==> src/rtl/uart_pkg.sv <==
// Shared definitions for the UART receiver: rx FSM states and
// sampling constants.
package uart_pkg;

  localparam int OVERSAMPLE_DEF = 16;

  // Tick index inside the start bit where the line is re-checked (bit centre).
  function automatic int mid_sample(input int os);
    return os / 2 - 1;
  endfunction

  localparam int MID_SAMPLE = mid_sample(OVERSAMPLE_DEF);

  typedef enum logic [2:0] {
    IDLE,
    START,
    DATA,
    PARITY,
    STOP
  } rx_state_e;

endpackage

==> src/rtl/sync2.sv <==
// Two-flop synchronizer for a single asynchronous bit, with a
// configurable reset value so idle-high lines do not fake an edge.
module sync2 #(
  parameter logic RST_VAL = 1'b0
) (
  input  logic clk,
  input  logic reset,
  input  logic d_i,
  output logic q_o
);

  logic meta_q, sync_q;

  // Capture then re-register to let metastability settle.
  always_ff @(posedge clk or posedge reset) begin
    if (reset) begin
      meta_q <= RST_VAL;
      sync_q <= RST_VAL;
    end else begin
      meta_q <= d_i;
      sync_q <= meta_q;
    end
  end

  assign q_o = sync_q;

endmodule

==> src/rtl/uart_rx.sv <==
// Oversampling UART receiver. The baud clock is treated as a plain
// input: it is synchronized and edge-detected into a one-clk tick.
// Optional even-parity bit enabled with macro UART_RX_PARITY_EN.
// DATA_BITS must be at least 2.
module uart_rx
  import uart_pkg::*;
#(
  parameter int DATA_BITS  = 8,
  parameter int OVERSAMPLE = OVERSAMPLE_DEF
) (
  input  logic                 clk,
  input  logic                 reset,
  input  logic                 rx_baud_clk,
  input  logic                 rxd,
  output logic [DATA_BITS-1:0] rx_data,
  output logic                 rx_valid,
  input  logic                 rx_ack,
  output logic                 frame_err,
  output logic                 overrun,
  output logic                 parity_err
);

  localparam int CW = $clog2(OVERSAMPLE);
  localparam int BW = $clog2(DATA_BITS + 1);
  localparam logic [CW-1:0] MID  = CW'(mid_sample(OVERSAMPLE));
  localparam logic [CW-1:0] LAST = CW'(OVERSAMPLE - 1);
  localparam logic [BW-1:0] LAST_BIT = BW'(DATA_BITS - 1);

  logic rxd_s, baud_s, baud_q, tick, deliver;

  rx_state_e             state_q, state_d;
  logic [CW-1:0]         cnt_q, cnt_d;
  logic [BW-1:0]         bits_q, bits_d;
  logic [DATA_BITS-1:0]  shift_q, shift_d;
  logic                  brk_q, brk_d;
  logic [DATA_BITS-1:0]  rx_data_q, rx_data_d;
  logic                  rx_valid_q, rx_valid_d;
  logic                  frame_err_q, frame_err_d;
  logic                  overrun_q, overrun_d;
`ifdef UART_RX_PARITY_EN
  logic                  par_bad_q, par_bad_d;
  logic                  parity_err_q, parity_err_d;
`endif

  sync2 #(.RST_VAL(1'b1)) u_sync_rxd  (.clk(clk), .reset(reset), .d_i(rxd),         .q_o(rxd_s));
  sync2 #(.RST_VAL(1'b0)) u_sync_baud (.clk(clk), .reset(reset), .d_i(rx_baud_clk), .q_o(baud_s));

  assign tick = baud_s & ~baud_q;

  // State register plus all output/holding registers.
  always_ff @(posedge clk or posedge reset) begin
    if (reset) begin
      baud_q      <= 1'b0;
      state_q     <= IDLE;
      cnt_q       <= '0;
      bits_q      <= '0;
      shift_q     <= '0;
      brk_q       <= 1'b0;
      rx_data_q   <= '0;
      rx_valid_q  <= 1'b0;
      frame_err_q <= 1'b0;
      overrun_q   <= 1'b0;
`ifdef UART_RX_PARITY_EN
      par_bad_q    <= 1'b0;
      parity_err_q <= 1'b0;
`endif
    end else begin
      baud_q      <= baud_s;
      state_q     <= state_d;
      cnt_q       <= cnt_d;
      bits_q      <= bits_d;
      shift_q     <= shift_d;
      brk_q       <= brk_d;
      rx_data_q   <= rx_data_d;
      rx_valid_q  <= rx_valid_d;
      frame_err_q <= frame_err_d;
      overrun_q   <= overrun_d;
`ifdef UART_RX_PARITY_EN
      par_bad_q    <= par_bad_d;
      parity_err_q <= parity_err_d;
`endif
    end
  end

  // Next state: frame sequencing on tick, then delivery/handshake every clk.
  always_comb begin
    state_d     = state_q;
    cnt_d       = cnt_q;
    bits_d      = bits_q;
    shift_d     = shift_q;
    brk_d       = brk_q;
    rx_data_d   = rx_data_q;
    rx_valid_d  = rx_valid_q;
    frame_err_d = 1'b0;
    overrun_d   = 1'b0;
    deliver     = 1'b0;
`ifdef UART_RX_PARITY_EN
    par_bad_d    = par_bad_q;
    parity_err_d = 1'b0;
`endif

    if (tick) begin
      case (state_q)
        IDLE: begin
          if (!rxd_s) begin
            state_d = START;
            cnt_d   = '0;
          end
        end
        START: begin
          if (cnt_q == MID) begin
            // A line that is high again at mid-bit was only a glitch.
            cnt_d   = '0;
            bits_d  = '0;
            state_d = rxd_s ? IDLE : DATA;
          end else begin
            cnt_d = cnt_q + 1'b1;
          end
        end
        DATA: begin
          if (cnt_q == LAST) begin
            cnt_d   = '0;
            shift_d = {rxd_s, shift_q[DATA_BITS-1:1]};
            if (bits_q == LAST_BIT) begin
              bits_d = '0;
`ifdef UART_RX_PARITY_EN
              state_d = PARITY;
`else
              state_d = STOP;
`endif
            end else begin
              bits_d = bits_q + 1'b1;
            end
          end else begin
            cnt_d = cnt_q + 1'b1;
          end
        end
`ifdef UART_RX_PARITY_EN
        PARITY: begin
          if (cnt_q == LAST) begin
            cnt_d     = '0;
            par_bad_d = ^{shift_q, rxd_s};
            state_d   = STOP;
          end else begin
            cnt_d = cnt_q + 1'b1;
          end
        end
`endif
        STOP: begin
          if (brk_q) begin
            // Break: wait for the line to return high before re-arming.
            if (rxd_s) begin
              brk_d   = 1'b0;
              cnt_d   = '0;
              state_d = IDLE;
            end
          end else if (cnt_q == LAST) begin
            cnt_d = '0;
            if (rxd_s) begin
              deliver = 1'b1;
              state_d = IDLE;
            end else begin
              frame_err_d = 1'b1;
              brk_d       = 1'b1;
            end
          end else begin
            cnt_d = cnt_q + 1'b1;
          end
        end
        default: state_d = IDLE;
      endcase
    end

    if (deliver) begin
      if (rx_valid_q && !rx_ack) begin
        overrun_d = 1'b1;
      end else begin
        rx_data_d  = shift_q;
        rx_valid_d = 1'b1;
      end
`ifdef UART_RX_PARITY_EN
      parity_err_d = par_bad_q;
`endif
    end else if (rx_ack) begin
      rx_valid_d = 1'b0;
    end
  end

  assign rx_data   = rx_data_q;
  assign rx_valid  = rx_valid_q;
  assign frame_err = frame_err_q;
  assign overrun   = overrun_q;
`ifdef UART_RX_PARITY_EN
  assign parity_err = parity_err_q;
`else
  assign parity_err = 1'b0;
`endif

endmodule

==> config.mk <==
export PLATFORM = sky130hd
export DESIGN_NAME = uart_rx
export DESIGN_NICKNAME = d
export VERILOG_FILES = /design/src/rtl/uart_pkg.sv /design/src/rtl/sync2.sv /design/src/rtl/uart_rx.sv
export SDC_FILE = /design/constraint.sdc
export NUM_CORES = 1
export LEC_CHECK = 0
export BUFFER_PORTS_ARGS = -buffer_cell sky130_fd_sc_hd__buf_2
export CORE_MARGIN = 4
export CORE_UTILIZATION = 40
export CTS_CLUSTER_SIZE = 12
export DETAILED_ROUTE_END_ITERATION = 8
export GPL_TIMING_DRIVEN = 0
export HOLD_SLACK_MARGIN = 0.03
export PLACE_DENSITY = 0.62
export SLEW_MARGIN = 20
export SYNTH_ARGS = -nofsm -noshare
export SYNTH_HDL_FRONTEND = slang
export SYNTH_SLANG_ARGS = --single-unit
export TNS_END_PERCENT = 30
==> constraint.sdc <==
create_clock -name clk -period 2.01 [get_ports clk]
set_input_delay 0.201 -clock clk [delete_from_list [all_inputs] [get_ports clk]]
set_output_delay 0.201 -clock clk [all_outputs]
set_load 0.02 [all_outputs]
==> reports/metrics.yaml <==
status: "completed"
fin_cells: 211
clkPwrFrac_pct: 25.3
worstReg2RegEnd: "shift_q[3]"
dp_hpwl_mm: 1.984
layout-drive-gt1-share_pct: 35.40
gp_congestion: 0.8400
syn_inst: 136
p_sw_share_pct: 32.03
portBuffers: 15
antenna_found_initial: 0
power_leakage_nw: 0.9144
ir_worst_vdd_mv: 0.5850
clock_path_buffers: 2
met1_usage_pct: 16.05
relSlewSlack_pct: 51.23
fp.dieH_um: 72.89
hold_slack_ns: 0.03867
max_slew.worst_pin.slew_ns: 0.7304
firstDrtPassIters: 4
combPwrFrac_pct: 30.6
via_count: 1089
setup_viol: 0
yosysSeqAreaShare_pct: 53.64
placed_cells: 201
async_flop_share_pct: 100.0
end_kind: "register"
grt_max_degree: 37
hold_path_class: "primary input to async pin"
synth_fp_nets: 143
r2r_slack_ns: 0.08
reg2reg_from: "cnt_q[0]"
drt_iter0_drc: 33
clock_latency_ns: 0.28
cts_tree: "done"
antenna_cells: 0
fin_skew_ns: 0.004026
grt_use_met3_pct: 3.168
synth-edff-count: 0
ys_types: 47
rsz0062_at_grt: "true"
cp.arrival_ns: 2.10
clock.fmax_mhz: 518.1
mostFrequentLayoutCell: "dfrtp_1"
via_per_inst: 5.161
synth_area_mm2: 0.001684
yosys_most_used_dff: "dfrtp_1"
fill_cells: 381
cts_root_buf: "clkbuf_8"
postCtsSetupRepairBufs: 0
final_nets: 167
required_ns: 2.18
drc: 0
area_growth_pct: 14.78
ctsHtreeMaxLevel: 2
gr-max-usage-layer: "met2"
hold_viol: 0
overflow: 0
syn_avg_cell_area_um2: 12.38
r2r_cells: 4
synth_seq_cells: 36
core_mm2: 0.004029
pin_count: 17
utilization_pct: 47.98
final_cell_mix: "34 x dfrtp_1, 19 x mux2_2, 15 x buf_2"
start_util_pct: 41.80
dieWidth_um: 72.89
drv_cap: 0
grt_pass1_vias: 1095
numCtsBuffers: 5
track_usage_pct: 12.31
p_sw_w: 0.0006182
wl_per_cell_um: 13.55
start_kind: "register"
worst_slack_ns: 0.07980
wirelength_mm: 2.860
clk_pin_slew_ns: 0.07
antenna_left: 0
cts.sinks: 36
fin_crit_sh_pct: 96.03
place_ws_ns: -0.01536
grt_use_met2_pct: 19.54
p_per_area_mw_per_mm2: 998.4
seqPwrFrac_pct: 44.0
final_max_slew_viol_count: 0
die-area_mm2: 0.005312
fin_crit_ns: 1.930
rows: 23
power.internal_w: 0.001312
crit_fanout: 8
grt_pass1_wl_mm: 5.092
ys_warn_count: 0
path_class: "register to register"
state kept, by name, indices dropped and copies added (netlist names):
name,flops
baud_q,1
u_sync_rxd.q_o,1
frame_err,1
shift_q,8
bits_q,4
u_sync_baud.q_o,1
state_q,3
u_sync_rxd.meta_q,1
brk_q,1
cnt_q,4
overrun,1
u_sync_baud.meta_q,1
rx_data,8
rx_valid,1
kinds of logic (layout without fill, tap and decap cells):
| family | after synthesis | in the layout | synth area share [%] |
|---|---|---|---|
| AO/OA/AOI/OAI | 25 | 25 | 11.52 |
| XOR/XNOR | 2 | 2 | 1.040 |
| adder cells (fa/ha/maj) | 2 | 2 | 1.486 |
| buffers and inverters | 12 | 37 | 5.200 |
| flip-flops | 36 | 36 | 53.64 |
| multiplexers | 20 | 20 | 13.30 |
| other | 1 | 1 | 0.2227 |
| AND/OR/NAND/NOR | 38 | 38 | 13.60 |
final cells by class:
| cell class | instances | area (um2) | area share, % |
|---|---|---|---|
| flip-flops and latches | 36 | 903.4 | 46.73 |
| well taps | 50 | 62.56 | 3.236 |
| clock inverters | 1 | 8.758 | 0.4531 |
| repair buffers | 17 | 95.09 | 4.919 |
| clock buffers | 7 | 76.32 | 3.948 |
| plain buffers | 6 | 65.06 | 3.366 |
| multi-input cells | 88 | 699.4 | 36.18 |
| inverters | 6 | 22.52 | 1.165 |
through the flow:
stage          power (W)     TNS (ns)  area, um2
6_report        0.001930            0       1933
5_1_grt         0.002058      -0.6476       1933
4_1_cts         0.001959            0       1933
3_5_place_dp    0.001444     -0.06799       1822
3_3_place_gp    0.001429  -0.00007705       1822
2_1_floorplan   0.001334            0       1684
how the worst max path moves through the flow:
stage	from	end	slack, ns
floorplan	state_q[0]	rx_data[0]	0.25
global placement	cnt_q[0]	rx_data[3]	-0.00008
detailed placement	cnt_q[0]	rx_data[6]	-0.02
CTS	cnt_q[0]	shift_q[3]	0.06
global route	cnt_q[0]	shift_q[5]	-0.05
finish	cnt_q[0]	shift_q[3]	0.08
worst max-delay path: stages, from the launching register on:
cell	delay, ns
dfrtp_1	0.39
ha_1	0.26
nand3_1	0.19
nor3_2	0.57
mux2_2	0.40
power by group through the flow:
stage	logic (W)	registers, W	clock network (W)
4_1_cts	0.000595	0.000851	0.000513
3_5_place_dp	0.000578	0.000866	0
5_1_grt	0.000657	0.000860	0.000541
2_1_floorplan	0.000490	0.000843	0
6_report	0.000591	0.000850	0.000489
3_3_place_gp	0.000570	0.000860	0
cell usage after synthesis (all sizes together) (3+ instances only):
master   n  area, um2
mux2    19      214.0
and3     3      20.02
nor3     3      20.02
o21ai    7      35.03
inv      6      22.52
nor2     3      11.26
nand2b   3      18.77
nand2    7      26.28
nand3    4      20.02
o21a     3      22.52
buf      4      37.53
dfrtp   34      850.8
repair_timing:
action / 4_1_cts / 5_1_grt
hold buffers: 2 / 0
endpoints found under the hold margin: 2 / 0
endpoints found under the setup margin: 6 / 16
gates resized for setup: 1 / 0
metal layers:
layer,up-vias,share of wire (%)
met5,-,0
met3,2,2.9
met4,0,0.56
met2,17,49
met1,540,48
li1,530,-
(Power assumes the default switching activity.)
